<file path="src/rtl/biset_pkg.sv">
// BiSet settings-bus types, accessors and the stream-master command/status codes.
package biset_pkg;

  typedef logic [8:0]  biSetCtrl;   // {writeEnable, addr}; all-zero = idle
  typedef logic [31:0] biSetData;
  typedef logic [32:0] biSetReply;  // {valid, data}

  localparam logic [7:0] BISET_CMD_READ      = 8'h01;
  localparam logic [7:0] BISET_CMD_WRITE     = 8'h02;
  localparam logic [7:0] BISET_STAT_OK       = 8'h00;
  localparam logic [7:0] BISET_STAT_TIMEOUT  = 8'h01;
  localparam logic [7:0] BISET_STAT_BADCMD   = 8'h02;

  typedef enum logic [2:0] {
    S_IDLE,
    S_ADDR,
    S_WDATA,
    S_WAIT,
    S_RESP,
    S_RDATA
  } master_state_e;

  function automatic logic BiSetReplyValid(input biSetReply r);
    return r[32];
  endfunction

  function automatic biSetData BiSetReplyData(input biSetReply r);
    return r[31:0];
  endfunction

  function automatic biSetCtrl BiSetMakeCtrl(input logic we, input logic [7:0] addr);
    return {we, addr};
  endfunction

endpackage

</file>
<file path="src/rtl/biset_stream_master.sv">
// Byte-stream to BiSet bridge: decodes read/write commands, runs one bus
// transaction with a reply timeout, and streams back status plus read data.
module biset_stream_master
  import biset_pkg::*;
#(
  parameter int unsigned TIMEOUT = 255
) (
  input  logic          clk,
  input  logic          reset_n,
  input  logic [7:0]    in_data,
  input  logic          in_valid,
  output logic          in_ready,
  output logic [7:0]    out_data,
  output logic          out_valid,
  input  logic          out_ready,
  output biSetCtrl      biset_ctrl,
  output biSetData      biset_data,
  input  biSetReply     biset_reply,
  output logic          busy,
  output master_state_e dbg_state
);

  localparam logic [15:0] TMO_LAST = 16'(TIMEOUT - 1);

  // Both streams transfer a byte on a rising edge where valid & ready are high;
  // a presented byte and its valid stay unchanged until that transfer.
  logic in_hs;
  logic out_hs;
  assign in_hs  = in_valid & in_ready;
  assign out_hs = out_valid & out_ready;

  master_state_e state;
  logic [15:0]   cnt;
  logic [1:0]    bcnt;
  logic          we;
  logic [7:0]    addr;
  logic [31:0]   shreg;  // write-data assembly, then read-data serialisation

  assign dbg_state = state;

  always_ff @(posedge clk or negedge reset_n) begin
    if (!reset_n) begin
      state      <= S_IDLE;
      in_ready   <= 1'b0;
      out_valid  <= 1'b0;
      out_data   <= '0;
      biset_ctrl <= '0;
      biset_data <= '0;
      busy       <= 1'b0;
      cnt        <= '0;
      bcnt       <= '0;
      we         <= 1'b0;
      addr       <= '0;
      shreg      <= '0;
    end else begin
      case (state)
        S_IDLE: begin
          in_ready <= 1'b1;
          if (in_hs) begin
            busy <= 1'b1;
            if (in_data == BISET_CMD_READ || in_data == BISET_CMD_WRITE) begin
              we    <= (in_data == BISET_CMD_WRITE);
              state <= S_ADDR;
            end else begin
              in_ready  <= 1'b0;
              out_valid <= 1'b1;
              out_data  <= BISET_STAT_BADCMD;
              state     <= S_RESP;
            end
          end
        end
        S_ADDR: begin
          if (in_hs) begin
            addr <= in_data;
            bcnt <= '0;
            if (we) begin
              state <= S_WDATA;
            end else if (in_data == 8'h00) begin
              // A read of address 0 would look like an idle bus.
              in_ready  <= 1'b0;
              out_valid <= 1'b1;
              out_data  <= BISET_STAT_BADCMD;
              state     <= S_RESP;
            end else begin
              in_ready   <= 1'b0;
              biset_ctrl <= BiSetMakeCtrl(1'b0, in_data);
              biset_data <= '0;
              cnt        <= '0;
              state      <= S_WAIT;
            end
          end
        end
        S_WDATA: begin
          if (in_hs) begin
            shreg <= {shreg[23:0], in_data};
            bcnt  <= bcnt + 2'd1;
            if (bcnt == 2'd3) begin
              in_ready   <= 1'b0;
              biset_ctrl <= BiSetMakeCtrl(1'b1, addr);
              biset_data <= {shreg[23:0], in_data};
              cnt        <= '0;
              state      <= S_WAIT;
            end
          end
        end
        S_WAIT: begin
          // A reply on the timeout cycle still counts as success.
          if (BiSetReplyValid(biset_reply)) begin
            if (!we) shreg <= BiSetReplyData(biset_reply);
            biset_ctrl <= '0;
            biset_data <= '0;
            out_valid  <= 1'b1;
            out_data   <= BISET_STAT_OK;
            state      <= S_RESP;
          end else if (cnt == TMO_LAST) begin
            biset_ctrl <= '0;
            biset_data <= '0;
            out_valid  <= 1'b1;
            out_data   <= BISET_STAT_TIMEOUT;
            state      <= S_RESP;
          end else begin
            cnt <= cnt + 16'd1;
          end
        end
        S_RESP: begin
          if (out_hs) begin
            if (!we && out_data == BISET_STAT_OK) begin
              out_data <= shreg[31:24];
              shreg    <= {shreg[23:0], 8'h00};
              bcnt     <= '0;
              state    <= S_RDATA;
            end else begin
              out_valid <= 1'b0;
              busy      <= 1'b0;
              in_ready  <= 1'b1;
              state     <= S_IDLE;
            end
          end
        end
        S_RDATA: begin
          if (out_hs) begin
            bcnt <= bcnt + 2'd1;
            if (bcnt == 2'd3) begin
              out_valid <= 1'b0;
              busy      <= 1'b0;
              in_ready  <= 1'b1;
              state     <= S_IDLE;
            end else begin
              out_data <= shreg[31:24];
              shreg    <= {shreg[23:0], 8'h00};
            end
          end
        end
        default: state <= S_IDLE;
      endcase
    end
  end

endmodule

</file>
<file path="config.mk">
export PLATFORM = sky130hd
export DESIGN_NAME = biset_stream_master
export DESIGN_NICKNAME = d
export VERILOG_FILES = /design/src/rtl/biset_pkg.sv /design/src/rtl/biset_stream_master.sv
export SDC_FILE = /design/constraint.sdc
export NUM_CORES = 1
export LEC_CHECK = 0
export BUFFER_PORTS_ARGS = -buffer_cell sky130_fd_sc_hd__clkbuf_2
export CAP_MARGIN = 20
export CORE_MARGIN = 5
export CORE_UTILIZATION = 48
export CTS_CLUSTER_DIAMETER = 150
export DETAILED_ROUTE_END_ITERATION = 10
export HOLD_SLACK_MARGIN = 0.02
export PLACE_DENSITY = 0.82
export RECOVER_POWER = 50
export SYNTH_ARGS = -nofsm -noshare
export SYNTH_HDL_FRONTEND = slang
export SYNTH_SLANG_ARGS = --single-unit
</file>
<file path="constraint.sdc">
create_clock -name clk -period 5.8 [get_ports clk]
set_clock_uncertainty 0.15 [all_clocks]
set_input_delay 0.58 -clock clk [delete_from_list [all_inputs] [get_ports clk]]
set_output_delay 0.58 -clock clk [all_outputs]
set_load 0.02 [all_outputs]
</file>
# Word-level counts from Yosys, hierarchy flattened
# Index checks and enable logic that the tools add are counted.
[classes]
n_reduce_logical = 23
addsub = 2
n_bitwise = 2
mux = 88
eq_ne = 28
[ops]
columns = ["cell", "n"]
rows = [
  ["$mux W32", 14],
  ["$pmux W32 S4", 1],
  ["$mux W16", 7],
  ["$pmux W32 S3", 1],
  ["$mux W8", 11],
  ["$mux W9", 7],
  ["$pmux W16 S3", 1],
  ["$pmux W8 S5", 1],
  ["$mux W3", 13],
  ["$ne A2 B2 Y1 const B", 18],
  ["$pmux W9 S3", 1],
  ["$reduce_and A8 Y1", 3],
  ["$reduce_and A11 Y1", 2],
  ["$mux W1", 21],
  ["$pmux W3 S6", 1],
  ["$add A16 B1 Y16 const B", 1],
  ["$eq A16 B8 Y1 const B", 1],
  ["$logic_not A8 Y1", 2],
  ["$reduce_and A6 Y1", 2],
  ["$mux W2", 5],
  ["$pmux W1 S5", 2],
  ["$reduce_bool A5 Y1", 2],
  ["$reduce_and A9 Y1", 1],
  ["$eq A8 B1 Y1 const B", 1],
  ["other kinds (19)", 24],
]
[totals]
reg_bits = 114
in_bits = 45
elab_cells = 155
output_inout_bits = 55

# Longest topological paths before layout
# Gate-level depths: netlist (run 1).
[depth]
word_depth = 5
depth_mapped = 9
ltp_nobuf = 7

# Worst setup path after synthesis (run 1)
# Ideal clock, no wire load.
[synth_path]
path_type = "input to register"
startpoint = "input in_data[1]"
endpoint = "register out_data[0]"
n_path_buf = 1
required_ns = 5.525
setup_time_ns = 0.125
stages = 6
arrival_ns = 2.330
slack_ns = 3.195
path_cell_list = "buf_2 -> nor4_1 -> nand2_1 -> a2111o_1 -> nor3_4 -> mux2_4"
[synth_between]
elab_chain_cells = 4
word_cells_on_any_way = 7
[synth_rtl]
columns = ["element", "line_no", "text"]
rows = [
  ["start: declaration", "biset_stream_master.sv:10", "input logic [7:0] in_data,"],
  ["$eq A8 B1 Y1 / $eq A8 B2 Y1 (equally long branches)", "biset_stream_master.sv:61", "if (in_data == BISET_CMD_READ || in_data == BISET_CMD_WRITE) begin"],
  ["$logic_or A1 B1 Y1", "biset_stream_master.sv:61", ""],
  ["$ne A2 B2 Y1 (no line)", "n/a", ""],
  ["$reduce_and A11 Y1 (no line) *", "n/a", ""],
  ["end signal: assignment", "biset_stream_master.sv:128", "out_data <= shreg[31:24];"],
  ["end signal: assignment", "biset_stream_master.sv:149", "out_data <= shreg[31:24];"],
  ["end: declaration", "biset_stream_master.sv:13", "output logic [7:0] out_data,"],
]
# Mark *: on every way between the ends. The rest lies on a longest branch, timed or not.
# A chain may end at the register's enable or synchronous reset.

==> results of run 1 <==
-- kinds of logic after synthesis --
group,synth area share (%)
DFF,52.11
xor gates and xnor gates,0.1600
AOI/OAI and AO/OA,16.50
buffers and inverters,3.771
and+or+nand+nor,16.78
muxes,9.988
adders and majority gates,0.6858
-- power by group through the flow --
| stage | registers, mW | logic, mW | clock network [mW] |
|---|---|---|---|
| after global placement | 1.10 | 0.717 | 0 |
| after CTS | 1.10 | 0.756 | 1.15 |
| final | 1.10 | 0.742 | 1.14 |
| after detailed placement | 1.11 | 0.744 | 0 |
| after floorplan | 1.08 | 0.476 | 0 |
| after global routing | 1.12 | 0.820 | 1.19 |
-- how the worst min path moves through the flow --
stage | slack, ps | endpoint | startpoint | cells past startpoint
finish | 320 | shreg[3] | biset_reply[3] | 3
global route | 330 | shreg[4] | biset_reply[4] | 3
CTS | 120 | cnt[10] | reset_n | 1
detailed placement | 320 | shreg[30] | shreg[30] | 2
global placement | 310 | shreg[25] | shreg[25] | 2
floorplan | 130 | addr[0] | reset_n | 0
-- routing by layer --
layer	up-vias	part of all wire, %
met3	43	6.2
met1	2347	42
met2	214	48
met4	0	3.1
met5	-	0
li1	2117	-
-- area by class of cell --
cell class	instances	area [µm²]	share of cell area, %
Inverter	18	67.56	1.012
Timing Repair Buffer	107	501.7	7.512
Clock buffer	17	425.4	6.369
Clock inverter	15	220.2	3.297
Tap cell	143	178.9	2.679
Sequential cell	114	2853	42.71
Multi-Input combinational cell	361	2432	36.42
-- sequential cells by signal, summed over array words and instances, names as in the netlist --
| signal | cells |
|---|---|
| cnt | 16 |
| out_data | 8 |
| out_valid | 1 |
| busy | 1 |
| dbg_state | 3 |
| shreg | 32 |
| biset_ctrl | 9 |
| we | 1 |
| addr | 8 |
| bcnt | 2 |
| biset_data | 32 |
| in_ready | 1 |
-- layout by cell type, fill, tap and decap left out, types with 8 or more instances in the layout --
cell,netlist,routed
nor2_1,11,10
clkbuf_1,28,53
mux2i_1,43,43
o21ai_0,48,48
nand2b_1,13,13
nor4_1,13,13
a21oi_1,16,16
inv_1,17,17
nand2_1,75,75
a22o_1,32,32
clkbuf_16,0,17
clkbuf_2,0,46
dfrtp_1,114,114
mux2_2,9,9
a221o_1,8,8
nor3_1,16,15
-- per-stage QoR --
| stage | instances | instance area [µm²] |
|---|---|---|
| after floorplan | 528 | 5474 |
| after detailed placement | 742 | 6082 |
| after global routing | 775 | 6679 |
| final | 775 | 6679 |
| after global placement | 742 | 6082 |
| after CTS | 774 | 6728 |
==> impl_metrics.yaml, run 1 <==
status:
  status: "finished, violations left"
  violations: "capacitance limit, slew limit"
run:
  cap_violations: 1
logic_synthesis:
  yosysTopAreaCellShare_pct: 52.11
  synthTopCellsByArea: "dfrtp_1, mux2i_1, nand2_1"
  async_reset_ff_share_pct: 100.0
  synth_top_area_cell: "dfrtp_1"
  synth_area_um2: 5474
  synth_edf_count: 0
  synth_most_common_cell: "dfrtp_1"
  synth_cells: 528
  synth.yosys.seq_area_share_pct: 52.11
  avgSynthCellArea_um2: 10.37
  synth_flop_cell: "dfrtp_1"
  synth_nets: 576
  synth_seq_cells: 114
  synth_warnings: 0
  synth_common_cells: "dfrtp_1, nand2_1, o21ai_0, mux2i_1, a22o_1"
  synth_cell_types: 59
die:
  core_area_um2: 11320
  die_x_um: 116.8
  start_util_pct: 48.35
  io_pins: 100
  num_rows: 39
  die_height_um: 116.8
  dieArea_um2: 13640
route:
  vias: 4721
  final_antenna_net_count: 0
  firstDrtPassIters: 5
  drc: 0
  wl_mm: 14.67
  vias_per_cell: 6.092
  wl_per_cell_um: 18.92
  drt_iter0_markers: 621
setup_path:
  arrival_ps: 3740
  cp.depth: 2
  critPathCaptureType: "async pin"
  reg2reg_depth: 7
  crit_end: "shreg[12]"
  critPathMaxStageDelay_ps: 2230
  crit_start: "reset_n"
  worst-path-buf-inv: 2
  start_kind: "input port"
  critical_path_class: "input port to async pin"
  cp_slowest_cell: "clkbuf_1"
  r2r_slack_ps: 2600
  crit_path_max_fanout: 59
  r2r_end: "biset_ctrl[5]"
  cpLargestDelayFamily: "buffers and inverters"
  required_ps: 6110
  reg2reg_from: "dbg_state[0]"
  worstPathCellList: "clkbuf_1, buf_4"
pwr:
  ir_drop_v: 0.0002442
  pwr-share-comb_pct: 24.9
  leakage_nw: 2.939
  p_int_mw: 1.956
  p_sw_mw: 1.031
  seqPwrFrac_pct: 36.9
  p_per_area_nw_per_um2: 447.3
  total_power_mw: 2.987
  clockPowerShare_pct: 38.3
  swShare_pct: 34.52
timing:
  period_needed_ps: 3430
  slew_headroom_pct: -114.4
  tightest_slew_ps: 3217
  period_share_pct: 59.14
  setup_tns_ps: 0
  setup_viol: 0
  clock.fmax_mhz: 291.5
  setup_ws_ps: 2370
  fin_hold_ws_ps: 317.9
  rsz0062_at_grt: "no"
  hold_viol: 0
  slew_viol_final: 60
clock_network:
  cts.hold.buffers_added: 0
  clock-sinks: 114
  cts_root_buffer: "clkbuf_16"
  htree_levels: 4
  clkLatencyLatePin_ps: 410
  cts_buffer_depth: 2
  cts-resized-gates: 0
  postCtsSetupRepairBufs: 0
  cts_tree: "yes"
  cts_buffers: 17
  clk_pin_slew_worst_paths_ps: 60
global_routing:
  use_met3_pct: 4.730
  top_usage_layer: "met2"
  grt_use_met2_pct: 33.33
  grt_pass1_wl_mm: 23.25
  grt_pass1_vias: 4560
  grt_start_max_net_pins: 65
  track_usage_pct: 21.90
  grt_antenna_before_repair: 0
  grt_overflow: 0
  globalRouteMet1Util_pct: 30.65
finish:
  diodes: 0
  drive_gt1_share_pct: 17.72
  final_core_utilization_pct: 59.00
  area_growth_pct: 22.01
  fillers: 918
  nets: 667
placed_design:
  routabilityCongestion: 0.9816
  dpl_worst_slack_ps: 2628
  place_hpwl_mm: 9.729
  portBuffers: 99
hold_path:
  min_path_type: "input port to register"
Note: power is estimated with default switching activity, not from simulation.
==> run 2, diff against run 1 <==
--- a/config.mk
+++ b/config.mk
@@ -5,6 +5,7 @@
 export SDC_FILE = /design/constraint.sdc
 export NUM_CORES = 1
 export LEC_CHECK = 0
+export ABC_AREA = 1
 export BUFFER_PORTS_ARGS = -buffer_cell sky130_fd_sc_hd__clkbuf_2
 export CAP_MARGIN = 20
 export CORE_MARGIN = 5
==> constraint.sdc (replaced) <==
create_clock -name clk -period 3.2 [get_ports clk]
set_clock_uncertainty 0.15 [all_clocks]
set_input_delay 0.32 -clock clk [delete_from_list [all_inputs] [get_ports clk]]
set_output_delay 0.32 -clock clk [all_outputs]
set_load 0.02 [all_outputs]
==> impl_metrics.yaml, run 2 <==
finish:
  area_growth_pct: 20.43
  fillers: 1037
  multi_input_area_um2: 2630
  nets: 845
  drive_gt1_share_pct: 17.28
  top_regs: "biset_data (32), shreg (32), cnt (16)"
  ff_latch_area_um2: 2853
  final_cell_mix: "nand2_1, dfrtp_1, nor2_1"
  diodes: 0
  instances_no_fill: 957
  final_core_utilization_pct: 58.63
  layout_commonest_cell: "nand2_1"
  stdcell_area_um2: 6984
placed_design:
  portBuffers: 99
  dpl_worst_slack_ps: 858.3
  routabilityCongestion: 0.9553
  placed_cell_area_um2: 6419
  place_hpwl_mm: 10.22
  dpl.cell_count: 924
logic_synthesis:
  yosysTopAreaCellShare_pct: 49.19
  synth_seq_cells: 114
  synthTopCellsByArea: "dfrtp_1, nand2_1, o21ai_2"
  synth_most_common_cell: "nand2_1"
  synth_cells: 692
  synth_top_area_cell: "dfrtp_1"
  synth_warnings: 0
  synth_cell_types: 30
  synth.yosys.seq_area_share_pct: 49.19
  synth_nets: 740
  synth_common_cells: "nand2_1, dfrtp_1, nor2_1, nand3_1, o21ai_0"
  synth_flop_cell: "dfrtp_1"
  avgSynthCellArea_um2: 8.381
  synth_area_um2: 5799
  synth_edf_count: 0
  async_reset_ff_share_pct: 100.0
setup_path:
  crit_end: "biset_data[27]"
  reg2reg_from: "dbg_state[2]"
  r2r_end: "shreg[31]"
  critical_path_class: "input port to async pin"
  required_ps: 3470
  arrival_ps: 2690
  crit_start: "reset_n"
  r2r_slack_ps: 790
  critPathCaptureType: "async pin"
  crit_path_max_fanout: 68
  start_kind: "input port"
  reg2reg_depth: 9
global_routing:
  grt_start_max_net_pins: 69
  grt_pass1_vias: 4964
  grt_antenna_before_repair: 0
  grt_overflow: 0
  grt_pass1_wl_mm: 24.06
  track_usage_pct: 20.92
timing:
  slew_headroom_pct: 22.44
  clock.fmax_mhz: 411.9
  period_needed_ps: 2428
  slew_viol_final: 0
  tightest_slew_ps: 1163
  setup_viol: 0
  period_share_pct: 75.87
  setup_ws_ps: 772.1
  rsz0062_at_grt: "no"
  hold_viol: 0
  setup_tns_ps: 0
  fin_hold_ws_ps: 59.05
pwr:
  ir_drop_v: 0.0004396
  total_power_mw: 6.109
  p_per_area_nw_per_um2: 874.6
  leakage_nw: 3.374
clock_network:
  clk_pin_slew_worst_paths_ps: 50
  clock-sinks: 114
  cts.hold.buffers_added: 1
  cts-resized-gates: 0
  postCtsSetupRepairBufs: 0
  htree_levels: 4
  cts_buffer_depth: 2
  clkLatencyLatePin_ps: 420
  cts_root_buffer: "clkbuf_16"
  cts_buffers: 17
  cts_tree: "yes"
hold_path:
  hold_start: "biset_reply[22]"
  min_path_type: "input port to register"
die:
  start_util_pct: 48.69
  die_x_um: 119.9
  core_area_um2: 11910
  io_pins: 100
  dieArea_um2: 14380
  num_rows: 40
  die_height_um: 119.9
route:
  drc: 0
  wl_mm: 14.52
  vias: 5107
  final_antenna_net_count: 0
  wl_per_cell_um: 15.18
  vias_per_cell: 5.336
  drt_iter0_markers: 322
  firstDrtPassIters: 5
run:
  cap_violations: 0
status:
  status: "completed"
==> run 2: cell types whose count changed after synthesis, moves of 15 or more <==
cell      before  now
a22o_1        32    0
a22oi_1        1   16
clkbuf_1      28    6
inv_1         17   33
mux2i_1       43   25
nand2_1       75  234
nand3_1        6   47
nor2_1        11   67
o21ai_2        0   34
==> run 2: metal layers <==
layer  share of wire [%]  up-vias  track usage, %
met4                 3.1        0           9.234
li1                    -     2473               -
met2                  45      216           31.02
met5                   0        -               0
met1                  44     2377           29.18
met3                 7.6       41           5.090
==> run 2: cell families after synthesis <==
logic type | share of synthesized area (%)
AND/OR/NAND/NOR | 27.18
flip-flops | 49.19
AO/OA/AOI/OAI | 11.24
buffers and inverters | 5.459
multiplexers | 4.315
XOR/XNOR | 1.963
adder cells (fa/ha/maj) | 0.6473
==> run 2: final cells by class <==
class	count	area share, %
inverters	39	2.096
repair buffers	111	7.668
flip-flops and latches	114	40.85
clock buffers	20	6.539
clock inverters	12	2.562
well taps	147	2.633
multi-input cells	514	37.66
==> run 2: worst min path at each step <==
stage | end | cells past startpoint
detailed placement | addr[5] | 1
floorplan | addr[0] | 0
global route | addr[4] | 3
CTS | addr[4] | 3
global placement | addr[5] | 1
finish | shreg[22] | 3
==> run 2: worst max-delay path, stage by stage <==
cell and delay (ps):
dlygate4sd3_1 520, clkbuf_2 860, clkbuf_4 920
==> run 2: report_power, final <==
part           internal, mW  switching (mW)  leakage, nW
clock                  1.35           0.677        0.303
sequential             1.80           0.281         1.53
combinational         0.619            1.38         1.54
total                  3.77            2.34         3.37
